File: src/rtl/projectile_slot_arbiter.sv
// Frame-synchronous arbiter sharing a pool of projectile slots between the tank and the monsters.
// Build option: define ROUND_ROBIN_EN for round-robin monster selection; undefined gives fixed priority.
module projectile_slot_arbiter #(
    parameter int NUM_SLOTS    = 4,
    parameter int NUM_MONSTERS = 8,
    parameter int MAX_LIFE     = 240
) (
    input  logic                         i_clk,
    input  logic                         i_rst,
    input  logic                         i_frame_tick,
    input  logic                         i_enable,
    input  logic                         i_clear,
    input  logic                         i_tank_req,
    input  logic [NUM_MONSTERS-1:0]      i_mon_req,
    input  logic [NUM_SLOTS-1:0]         i_slot_release,
    output logic                         o_tank_gnt,
    output logic [NUM_MONSTERS-1:0]      o_mon_gnt,
    output logic [$clog2(NUM_SLOTS)-1:0] o_gnt_slot,
    output logic [NUM_SLOTS-1:0]         o_slot_busy,
    output logic [NUM_SLOTS-1:0]         o_slot_tank,
    output logic [NUM_SLOTS-1:0]         o_slot_expire
);

    localparam int SLOT_W = $clog2(NUM_SLOTS);
    localparam int MON_W  = $clog2(NUM_MONSTERS);

    typedef enum logic [1:0] {
        ST_IDLE,
        ST_RUN,
        ST_DRAIN
    } state_t;

    state_t                  r_state;
    logic                    r_tank_gnt;
    logic [NUM_MONSTERS-1:0] r_mon_gnt;
    logic [SLOT_W-1:0]       r_gnt_slot;
    logic [NUM_SLOTS-1:0]    r_slot_busy;
    logic [NUM_SLOTS-1:0]    r_slot_tank;
    logic [NUM_SLOTS-1:0]    r_slot_expire;
    logic [7:0]              r_life [NUM_SLOTS];
`ifdef ROUND_ROBIN_EN
    logic [MON_W-1:0]        r_rr_ptr;
    int                      w_cand;
`endif

    logic              w_tick_arb;
    logic              w_tick_age;
    logic              w_free_found;
    logic [SLOT_W-1:0] w_free_idx;
    logic              w_tank_out;
    logic              w_tank_elig;
    logic              w_mon_room;
    logic              w_mon_found;
    logic [MON_W-1:0]  w_mon_idx;
    logic              w_do_tank;
    logic              w_do_mon;

    assign w_tick_arb  = (r_state == ST_RUN) && i_frame_tick;
    assign w_tick_age  = (r_state != ST_IDLE) && i_frame_tick;
    assign w_tank_out  = |(r_slot_busy & r_slot_tank);
    assign w_tank_elig = i_tank_req && !w_tank_out;
    // One slot stays reserved for the tank, so monsters may hold at most NUM_SLOTS-1.
    assign w_mon_room  = ($countones(r_slot_busy & ~r_slot_tank) < NUM_SLOTS - 1);

    // Lowest-index free slot; only the registered busy bits count, so a
    // slot released during the decision cycle is not reused yet.
    always_comb begin
        // NOTE: every combinational output gets a default first so no latch is inferred.
        w_free_found = 1'b0;
        w_free_idx   = '0;
        for (int i = NUM_SLOTS - 1; i >= 0; i--) begin
            if (!r_slot_busy[i]) begin
                w_free_found = 1'b1;
                w_free_idx   = SLOT_W'(i);
            end
        end
    end

`ifdef ROUND_ROBIN_EN
    // Search starts one past the last monster granted and wraps around.
    always_comb begin
        w_mon_found = 1'b0;
        w_mon_idx   = '0;
        w_cand      = 0;
        for (int k = 1; k <= NUM_MONSTERS; k++) begin
            w_cand = (int'(r_rr_ptr) + k) % NUM_MONSTERS;
            if (!w_mon_found && i_mon_req[MON_W'(w_cand)]) begin
                w_mon_found = 1'b1;
                w_mon_idx   = MON_W'(w_cand);
            end
        end
    end
`else
    always_comb begin
        w_mon_found = 1'b0;
        w_mon_idx   = '0;
        for (int k = NUM_MONSTERS - 1; k >= 0; k--) begin
            if (i_mon_req[k]) begin
                w_mon_found = 1'b1;
                w_mon_idx   = MON_W'(k);
            end
        end
    end
`endif

    // Tank beats every monster; clear suppresses any grant in its cycle.
    assign w_do_tank = w_tick_arb && !i_clear && w_tank_elig && w_free_found;
    assign w_do_mon  = w_tick_arb && !i_clear && !w_tank_elig && w_mon_found &&
                       w_mon_room && w_free_found;

    always_ff @(posedge i_clk) begin
        if (i_rst) begin
            // NOTE: sequential state uses non-blocking assignments; the small life array is reset too.
            r_state       <= ST_IDLE;
            r_tank_gnt    <= 1'b0;
            r_mon_gnt     <= '0;
            r_gnt_slot    <= '0;
            r_slot_busy   <= '0;
            r_slot_tank   <= '0;
            r_slot_expire <= '0;
            for (int i = 0; i < NUM_SLOTS; i++) begin
                r_life[i] <= '0;
            end
`ifdef ROUND_ROBIN_EN
            r_rr_ptr      <= MON_W'(NUM_MONSTERS - 1);
`endif
        end else begin
            r_tank_gnt    <= 1'b0;
            r_mon_gnt     <= '0;
            r_gnt_slot    <= '0;
            r_slot_expire <= '0;

            if (i_clear) begin
                r_slot_busy <= '0;
                r_slot_tank <= '0;
                r_state     <= i_enable ? ST_RUN : ST_IDLE;
            end else begin
                case (r_state)
                    ST_IDLE:  if (i_enable) r_state <= ST_RUN;
                    ST_RUN:   if (!i_enable) r_state <= ST_DRAIN;
                    ST_DRAIN: begin
                        if (i_enable)
                            r_state <= ST_RUN;
                        else if (r_slot_busy == '0)
                            r_state <= ST_IDLE;
                    end
                    default:  r_state <= ST_IDLE;
                endcase

                // A release wins over a coincident expiry and hides its pulse.
                for (int i = 0; i < NUM_SLOTS; i++) begin
                    if (r_slot_busy[i]) begin
                        if (i_slot_release[i]) begin
                            r_slot_busy[i] <= 1'b0;
                            r_slot_tank[i] <= 1'b0;
                        end else if (w_tick_age && r_life[i] == '0) begin
                            r_slot_busy[i]   <= 1'b0;
                            r_slot_tank[i]   <= 1'b0;
                            r_slot_expire[i] <= 1'b1;
                        end
                        if (w_tick_age && r_life[i] != '0) begin
                            r_life[i] <= r_life[i] - 8'd1;
                        end
                    end
                end

                if (w_do_tank || w_do_mon) begin
                    r_slot_busy[w_free_idx] <= 1'b1;
                    r_slot_tank[w_free_idx] <= w_do_tank;
                    r_life[w_free_idx]      <= 8'(MAX_LIFE);
                    r_gnt_slot              <= w_free_idx;
                end
                if (w_do_tank) begin
                    r_tank_gnt <= 1'b1;
                end
                if (w_do_mon) begin
                    r_mon_gnt[w_mon_idx] <= 1'b1;
`ifdef ROUND_ROBIN_EN
                    r_rr_ptr             <= w_mon_idx;
`endif
                end
            end
        end
    end

    assign o_tank_gnt    = r_tank_gnt;
    assign o_mon_gnt     = r_mon_gnt;
    assign o_gnt_slot    = r_gnt_slot;
    assign o_slot_busy   = r_slot_busy;
    assign o_slot_tank   = r_slot_tank;
    assign o_slot_expire = r_slot_expire;

endmodule

File: config.mk
export PLATFORM = sky130hd
export DESIGN_NAME = projectile_slot_arbiter
export DESIGN_NICKNAME = d
export VERILOG_FILES = /design/src/rtl/projectile_slot_arbiter.sv
export SDC_FILE = /design/constraint.sdc
export NUM_CORES = 1
export LEC_CHECK = 0
export CAP_MARGIN = 20
export CORE_MARGIN = 2
export CORE_UTILIZATION = 50
export CTS_BUF_LIST = sky130_fd_sc_hd__clkbuf_4
export DETAILED_ROUTE_END_ITERATION = 16
export PLACE_DENSITY = 0.74
export SYNTH_ARGS = -nofsm -noshare
export SYNTH_HDL_FRONTEND = slang
export SYNTH_SLANG_ARGS = --single-unit
export TNS_END_PERCENT = 100
File: constraint.sdc
create_clock -name i_clk -period 3.7 [get_ports i_clk]
set_clock_uncertainty 0.15 [all_clocks]
set_input_delay 0.555 -clock i_clk [delete_from_list [all_inputs] [get_ports i_clk]]
set_output_delay 0.555 -clock i_clk [all_outputs]
set_load 0.05 [all_outputs]
==> metrics.txt <==
status finished clean; RSZ-0062 raised after global routing no; Rows 27; Setup crit end kind flop; Worst-path clk slew ~0.090 ns; Synth Area in Compound Gates 14.3%; number of synthesized register bits 57; fraction of the mapped netlist area in simple logic gates approximately 29%; ant diodes 0; layout cells sized above 1 7.31%; Most used DFF post-synth dfxtp_1; Synth top area share 39.8%; Num CTS Buffers 9; # H-tree levels 3; fin. max-slew vios 0; number of nets in the layout around 410; Lkg Pwr roughly 1.3 nW; VDD IR max between 0.2 and 0.25 mV; vias post-DR between 2,000 and 3,000; Final min period around 3.1 ns; crit-path cells inv_1 -> nor2_1 -> fa_1 -> ha_1 -> ha_1 -> a21o_1 -> a31oi_2 -> nand2_1 -> o31ai_1 -> o21ai_0; Unique masters post-synth between 50 and 60; Post-Syn Area per Cell 8.60 um2; max_cap viols 0; cell with the most instances after synthesis dfxtp_1; CTS Root Cell clkbuf_4; hold buffers post-CTS 0; adder-cell share of the synthesized area 4.19%; core area 0.00551 mm2; Syn Nets 360; Worst Tran Pin Value 0.773 ns; Hold Crit Class reg2reg; Max Clk Rate approximately 320 MHz; Max stage delay cell, worst path dfxtp_1; largest net degree at the start of global routing 17; Area contributors post-synth dfxtp_1, nor2_1, xnor2_1, o21ai_0, ha_1; Initial Util a little over half; sequential area share after synthesis ~40%; Die H between 70 and 80 um; slowest stage delay, CP ~0.55 ns; Area growth, synth to finish 20.6%; Post-Synthesis Cells about 330; GRT Overall Usage 22.2%; xor and xnor area share after synthesis under 10%; IO Count 41; gr ovfl total 0; Routed Antenna Nets 0; number of synthesized flops with an enable pin 0; Pwr Density 326 mW/mm2; full die area between 0.006 and 0.007 mm2; Max clock buf depth 2; postcts setup bufs 0; Vias/cell 5.59; post-synth top area cell dfxtp_1; CTS tree built; fin util a little over three fifths; wire length per cell between 10 and 15 um; TNS Setup 0 ns; Initial DRC Count 104; Setup CP Type reg2reg; crit start category flop; IO Port Bufs 40; Top delay family on crit path compound AO/OA/AOI/OAI gates; Worst slew margin 48.0%; Mapped Area 0.00287 mm2; CP arrival 3.26 ns; Die X approximately 80 um; Post-CTS Resized 0; commonest cells in the netlist dfxtp_1, nor2_1, o21ai_0; first-pass detailed-route iteration total 4; drt total wl ~6600 um; GPL Wtd Cong between 0.8 and 0.9; setup violators final 0; buffer and inverter count on the worst path 1; R2R Setup Slk ~0.58 ns; YS warnings 0; vias in the first global route 2,343; Skew-Pair Late Insertion Delay approximately 0.40 ns; Most common cell on crit path ha_1; CP Max Fanout 11; initial antenna violation count 0; # clock sinks between 50 and 60; asr flop ratio synth 0%; largest family of logic cells by synthesized area simple AND/OR/NAND/NOR gates; Final period util between 80% and 90%; DRC 0; Fin. Hold Viols 0; mux share of post-synthesis cell area under 10%; Data required, critical path between 3 and 4 ns; dpl hpwl 4810 um; first-pass GRT wire length between 10,000 and 15,000 um
==> flip-flops by register name (all words and copies together) (netlist names) <==
register and flops:
o_tank_gnt 1, o_mon_gnt 8, o_slot_expire 4, o_gnt_slot 2
r_life 32, o_slot_tank 4, r_state 2, o_slot_busy 4
==> final timing paths <==
check	start	endpoint	cells past startpoint
worst min-delay path	o_slot_busy[2]$_SDFF_PP0_	o_slot_expire[2]$_SDFF_PP0_	2
worst max-delay path	o_slot_busy[3]$_SDFF_PP0_	o_slot_tank[3]$_SDFF_PP0_	10
worst min register to register	o_slot_busy[2]$_SDFF_PP0_	o_slot_expire[2]$_SDFF_PP0_	2
worst max register to register	o_slot_busy[3]$_SDFF_PP0_	o_slot_tank[3]$_SDFF_PP0_	10
==> through the flow <==
step / area [um2] / power [mW] / setup slack, ns / hold WS [ns] / std cells
global placement: 3330 / 0.708 / 0.709 / 0.309 / 440
global route: 3460 / 1.17 / 0.454 / 0.361 / 455
floorplan: 2870 / 0.673 / 0.425 / 0.320 / 333
finish: 3460 / 1.13 / 0.575 / 0.338 / 455
detailed placement: 3330 / 0.709 / 0.664 / 0.318 / 440
CTS: 3460 / 1.14 / 0.649 / 0.336 / 455
==> logic make-up after synthesis <==
logic type / count (synthesis)
buffers and inverters: 27
AND/OR/NAND/NOR: 152
AO/OA/AOI/OAI: 62
multiplexers: 6
flip-flops: 57
adder cells (fa/ha/maj): 9
XOR/XNOR: 20
==> metal layers <==
layer	GRT usage, %	wire, um	part of all wire (%)	up-vias
met5	0	0	0	-
met4	10.3	115	1.8	0
met3	4.86	353	5.4	10
met2	34.4	2980	46	85
met1	29.4	3100	47	1154
li1	-	-	-	1293
==> placed cells by master (no fill, tap or decap), types with 2 or more instances in the layout <==
cell	Yosys	layout
a211oi_1	5	5
a21oi_1	12	12
and3_1	4	4
and4_1	2	2
buf_4	0	4
clkbuf_4	0	10
clkdlybuf4s50_1	0	40
clkinv_1	0	2
clkinv_2	0	2
dfxtp_1	57	57
ha_1	8	8
inv_1	18	18
mux2i_1	5	5
nand2_1	20	20
nand2b_1	8	8
nand3_1	9	9
nand3b_1	4	4
nand4_1	8	8
nand4b_1	4	4
nor2_1	42	42
nor2b_1	8	8
nor3_1	18	18
nor3b_1	4	4
nor4_1	8	8
nor4b_1	2	2
nor4b_2	2	2
o211ai_2	2	2
o21a_1	2	2
o21ai_0	22	22
o21ai_1	3	3
o31ai_1	2	2
or4_1	2	2
xnor2_1	13	13
xor2_1	7	7
==> tightest hold or removal path, cell delays in order (launching register included) <==
cell	delay [ns]
dfxtp_1	0.32
inv_1	0.07
nor4b_1	0.05
==> power by group <==
group | internal (mW) | switching [mW] | leakage (nW) | total [mW]
clock network | 0.204 | 0.228 | 0.0711 | 0.432
registers | 0.617 | 0.00352 | 0.460 | 0.620
logic | 0.0308 | 0.0442 | 0.730 | 0.0750
==> cell type report <==
type / count / area, um2
clock inverter: 5 / 47.5
clock buffer: 10 / 75.1
sequential: 57 / 1140
tap: 72 / 90.1
multi-input combinational: 249 / 1600
timing repair buffer: 44 / 430
inverter: 18 / 67.6
fill: 477 / 2050
(Power assumes the default switching activity.)
